### config.mk
export PLATFORM = sky130hd
export DESIGN_NAME = regbank_alu_ctrl
export DESIGN_NICKNAME = d
export VERILOG_FILES = /design/src/rtl/regbank_alu_ctrl.sv
export SDC_FILE = /design/constraint.sdc
export NUM_CORES = 1
export LEC_CHECK = 0
export CORE_MARGIN = 1
export CORE_UTILIZATION = 25
export CTS_CLUSTER_SIZE = 30
export DETAILED_ROUTE_END_ITERATION = 8
export HOLD_SLACK_MARGIN = 0.05
export PLACE_DENSITY = 0.48
export SKIP_LAST_GASP = 1
export SLEW_MARGIN = 20
export SYNTH_ARGS = -nofsm -noshare
export SYNTH_HDL_FRONTEND = slang
export SYNTH_SLANG_ARGS = --single-unit
### constraint.sdc
create_clock -name clk -period 2.09 [get_ports clk]
set_clock_uncertainty 0.2 [all_clocks]
set_input_delay 0.418 -clock clk [delete_from_list [all_inputs] [get_ports clk]]
set_output_delay 0.418 -clock clk [all_outputs]
set_load 0.02 [all_outputs]
### src/rtl/regbank_alu_ctrl.sv
// Four-entry register bank sequencer feeding an external add/sub ALU (IDLE/READ/EXEC/WB).
// Optional zero/negative flags when REGBANK_ALU_FLAGS_EN is defined.
module regbank_alu_ctrl #(
  parameter int N = 8
) (
  input  logic         clk,
  input  logic         rst_n,
  input  logic         instr_valid,
  output logic         instr_ready,
  input  logic [1:0]   opcode,
  input  logic [1:0]   rd,
  input  logic [1:0]   ra,
  input  logic [1:0]   rb,
  input  logic [N-1:0] imm,
  output logic [N-1:0] alu_in1,
  output logic [N-1:0] alu_in2,
  output logic         alu_addsub,
  input  logic [N-1:0] alu_out,
  output logic         done,
  output logic [N-1:0] result,
  output logic         busy,
  input  logic [1:0]   dbg_addr,
  output logic [N-1:0] dbg_data
`ifdef REGBANK_ALU_FLAGS_EN
  ,
  output logic         flag_z,
  output logic         flag_n
`endif
);

  localparam logic [1:0] OP_LOAD = 2'b00;
  localparam logic [1:0] OP_ADD  = 2'b01;
  localparam logic [1:0] OP_SUB  = 2'b10;
  localparam logic [1:0] OP_MOV  = 2'b11;

  typedef enum logic [1:0] {IDLE, READ, EXEC, WB} state_t;

  state_t         state_reg, state_next;
  logic [1:0]     op_reg, rd_reg, ra_reg, rb_reg;
  logic [N-1:0]   imm_reg;
  logic [N-1:0]   bank_reg [4];
  logic           accept;

  always_ff @(posedge clk or negedge rst_n) begin
    if (!rst_n) state_reg <= IDLE;
    else        state_reg <= state_next;
  end

  always_comb begin
    state_next  = state_reg;
    instr_ready = 1'b0;
    busy        = 1'b1;
    done        = 1'b0;
    accept      = 1'b0;
    case (state_reg)
      IDLE: begin
        instr_ready = 1'b1;
        busy        = 1'b0;
        accept      = instr_valid;
        if (instr_valid) state_next = READ;
      end
      READ: state_next = EXEC;
      EXEC: state_next = WB;
      WB: begin
        done       = 1'b1;
        state_next = IDLE;
      end
      default: state_next = IDLE;
    endcase
  end

  // Instruction fields are sampled only on the accept edge.
  always_ff @(posedge clk or negedge rst_n) begin
    if (!rst_n) begin
      op_reg  <= OP_LOAD;
      rd_reg  <= '0;
      ra_reg  <= '0;
      rb_reg  <= '0;
      imm_reg <= '0;
    end else if (accept) begin
      op_reg  <= opcode;
      rd_reg  <= rd;
      ra_reg  <= ra;
      rb_reg  <= rb;
      imm_reg <= imm;
    end
  end

  always_ff @(posedge clk or negedge rst_n) begin
    if (!rst_n) begin
      alu_in1    <= '0;
      alu_in2    <= '0;
      alu_addsub <= 1'b1;
    end else if (state_reg == READ) begin
      case (op_reg)
        OP_LOAD: begin alu_in1 <= imm_reg;          alu_in2 <= '0;               alu_addsub <= 1'b1; end
        OP_ADD:  begin alu_in1 <= bank_reg[ra_reg]; alu_in2 <= bank_reg[rb_reg]; alu_addsub <= 1'b1; end
        OP_SUB:  begin alu_in1 <= bank_reg[ra_reg]; alu_in2 <= bank_reg[rb_reg]; alu_addsub <= 1'b0; end
        default: begin alu_in1 <= bank_reg[ra_reg]; alu_in2 <= '0;               alu_addsub <= 1'b1; end
      endcase
    end
  end

  always_ff @(posedge clk or negedge rst_n) begin
    if (!rst_n)                 result <= '0;
    else if (state_reg == EXEC) result <= alu_out;
  end

  // One always_ff per bank entry so each has its own write enable.
  generate
    for (genvar gi = 0; gi < 4; gi++) begin : g_bank
      always_ff @(posedge clk or negedge rst_n) begin
        if (!rst_n)
          bank_reg[gi] <= '0;
        else if (state_reg == WB && rd_reg == 2'(gi))
          bank_reg[gi] <= result;
      end
    end
  endgenerate

  assign dbg_data = bank_reg[dbg_addr];

`ifdef REGBANK_ALU_FLAGS_EN
  always_ff @(posedge clk or negedge rst_n) begin
    if (!rst_n) begin
      flag_z <= 1'b0;
      flag_n <= 1'b0;
    end else if (state_reg == WB) begin
      flag_z <= (result == '0);
      flag_n <= result[N-1];
    end
  end
`endif

endmodule

==> results.txt <==
EDFF count, synth = 0
area of the core = 13,500 µm²
syn nets = 252
Hold Path Sink = alu_addsub$_DFFE_PN1N_
H-tree depth = 3
Post-Syn Area = 3520 µm²
Post-Route WL = 9210 µm
Yosys cell types = 28
LEAKAGE = 2.14 nW
Die X = 121 µm
Post-synth top cells = dfrtp_1, mux2_2, mux4_2
min cycle time layout = 2.03 ns
most common cell in the synthesized netlist = dfrtp_1
global-route wire length before repair = 14,500 µm
Placed Cells = 483
CTS sink cnt = 75
Cell Area, Placed = 4630 µm²
switching share of power = 34.8%
Rel. slew slack = 60.7%
worst reg-to-reg setup slack = 0.27 ns
final worst-path cycle share = 97.1%
clk buf depth = 2
DR DRC count = 0
Yosys top cell area share = 52.7%
slowest stage cell, crit path = mux4_2
dpl hpwl = 6440 µm
max incr delay on CP = 0.49 ns
register area share after synthesis = 53.4%
crit path cell chain = mux4_2, buf_4
CTS tree = built
Peak VDD IR = 0.000615 V
RR Endpoint = alu_in2[7]$_DFFE_PN0N_
status = finished clean
clock power share = 17.6%
critical path fanouts, max = 4
Chip Height = 121 µm
Post-DRT Antenna Nets = 0
Startpoint Class = register
Tightest Hold Check Type = register to register
Int Pwr = 5.36 mW
CP endpoint kind = output pin
# rows = 42
worst path bufs/invs = 1
largest net degree at the start of global routing = 33
Slew Limit Fails = 0
Reg clk slew, reported paths = 0.05 ns
Avg Synthesized Cell Area = 16.2 µm²
dpl ws = -0.684 ns
clock latency on the worst-skew pair = 0.34 ns
Antenna diodes = 0
unrepaired setup endpoints after global routing = no
P&R area growth vs syn = 39.2%
Hold Path Depth = 2
Ports = 65
Final nets = 354
Synth Register Bits = 75
vias in the first global route = 2,432
max reg flops = 32
WHS = 0.302 ns
Reg2Reg Depth = 2
share of layout cells above drive strength 1 = 46.3%
Design Power = 8.21 mW
Reg power frac = 34.9%
Worst Path Required = 1.47 ns
Root Driver = clkbuf_16
crit path kind = register to output pin
Tot GR Track Use = 13.9%
antenna violations before repair = 0
setup slack after layout = 0.0615 ns
yosys warns = 0
FFs w/ async S/R, synth = 100%
dominant synthesized flop cell = dfrtp_1
GRT overflow = 0
FMAX = 493 MHz
Initial Utilization = 26.0%
Combinational Power Share = 47.6%
Mapped Cells = 217
die area = 14,500 µm²
vias per cell = 4.58
synth top area cells = dfrtp_1, mux2_2, mux4_2
drt first pass iters = 4
max-cap violation count = 0
CTS Buf Count = 9
final instance area = 4900 µm²
Vias = 2,291
cell family with most CP delay = multiplexers
worst slew pin tran = 0.589 ns
crit path DAT = 1.41 ns
wire length per cell = 18.4 µm
Hold Path Origin = alu_addsub$_DFFE_PN1N_
NetSw = 2.85 mW
1st-iter DRT viols = 75
power per cell area = 1680 nW/µm²
Final Wtd Congestion = 0.762
Post-Layout Cell Count = 500
worst r2r src = rb_reg[0]$_DFFE_PN0P_
# setup viols final = 0
Synth area leader = dfrtp_1
final-report hold violation count = 0
I/O Buffers = 64
==> power by group through the flow <==
| stage | Sequential [mW] | Combinational, mW | Clock, mW |
|---|---|---|---|
| 6_report | 2.86 | 3.91 | 1.44 |
| 5_1_grt | 3.00 | 4.20 | 1.55 |
| 4_1_cts | 2.88 | 3.97 | 1.50 |
| 3_5_place_dp | 2.90 | 4.04 | 0 |
| 3_3_place_gp | 2.88 | 3.99 | 0 |
| 2_1_floorplan | 2.86 | 2.26 | 0 |
==> cell families after synthesis <==
group,after synthesis,share of synthesized area (%)
fa+ha+maj,6,2.13
simple gates,19,3.63
flops,75,53.4
mux,81,33.6
buf+inv,18,2.67
compound gates,18,4.55
==> worst register-to-register path, cell delays in order (launching register included) <==
cell	delay, ns
dfrtp_1	0.72
mux4_2	0.58
a22o_1	0.21
==> timing repair <==
action                                  in CTS  in global routing
gates resized for setup                     48                  6
setup buffers                                0                  0
endpoints found under the setup margin      12                 13
hold endpoints to repair                    26                  0
hold buffers                                 1                  0
==> how the worst max path moves through the flow <==
stage	cells after the start	slack, ns	startpoint	end
6_report	2	0.06	bank_reg[18]$_DFFE_PN0P_	dbg_data[2]
5_1_grt	4	0.0002	state_reg[0]$_DFFE_PN0P_	busy
4_1_cts	4	-0.01	dbg_addr[0]	dbg_data[2]
3_5_place_dp	4	-0.68	dbg_addr[0]	dbg_data[2]
3_3_place_gp	4	-0.70	dbg_addr[0]	dbg_data[5]
2_1_floorplan	5	0.21	state_reg[0]$_DFFE_PN0P_	imm_reg[1]$_DFFE_PN0P_
==> layout make-up <==
type,count,area [µm²]
Clock buffer,14,264
Clock inverter,2,10.0
Fill cell,1307,8610
Inverter,6,22.5
Multi-Input combinational cell,124,1550
Sequential cell,75,1880
Tap cell,176,220
Timing Repair Buffer,103,957
==> placed cells by master (no fill, tap or decap) <==
cell type and instances:
nand3b_1 2, mux4_2 24, buf_4 34, dfstp_2 1, and2_1 1, inv_1 5
clkinv_1 1, clkbuf_8 2, nor3b_2 1, and3_1 3, clkinv_2 2, mux2_2 57
nand2_1 1, dlygate4sd2_1 4, clkbuf_1 3, o21ai_0 1, clkdlybuf4s50_1 45, nand3_1 1
and3_2 5, buf_2 5, clkdlybuf4s15_1 1, buf_12 3, and2b_2 1, a22o_1 8
buf_6 5, clkbuf_16 9, dfrtp_1 74, nor2_1 2, ha_1 6, dlymetal6s2s_1 4
a221o_1 8, a21oi_1 1, clkbuf_2 1, dlygate4sd3_1 1, nand2b_1 2
==> metrics by stage <==
step | utilization [%] | setup TNS [ns]
3_3_place_gp | 34.3 | -5.43
2_1_floorplan | - | 0
6_report | 36.3 | 0
4_1_cts | 36.2 | -0.0112
5_1_grt | 36.3 | 0
3_5_place_dp | 34.3 | -5.33
==> metal layers <==
| metal | up-vias | routed length [µm] | GRT usage (%) |
|---|---|---|---|
| met3 | 9 | 414 | 4.29 |
| met5 | - | 0 | 0 |
| met1 | 1169 | 4490 | 18.9 |
| met4 | 0 | 145 | 5.32 |
| li1 | 1046 | - | - |
| met2 | 67 | 4160 | 20.6 |
Power figures use the tool's default switching activity.
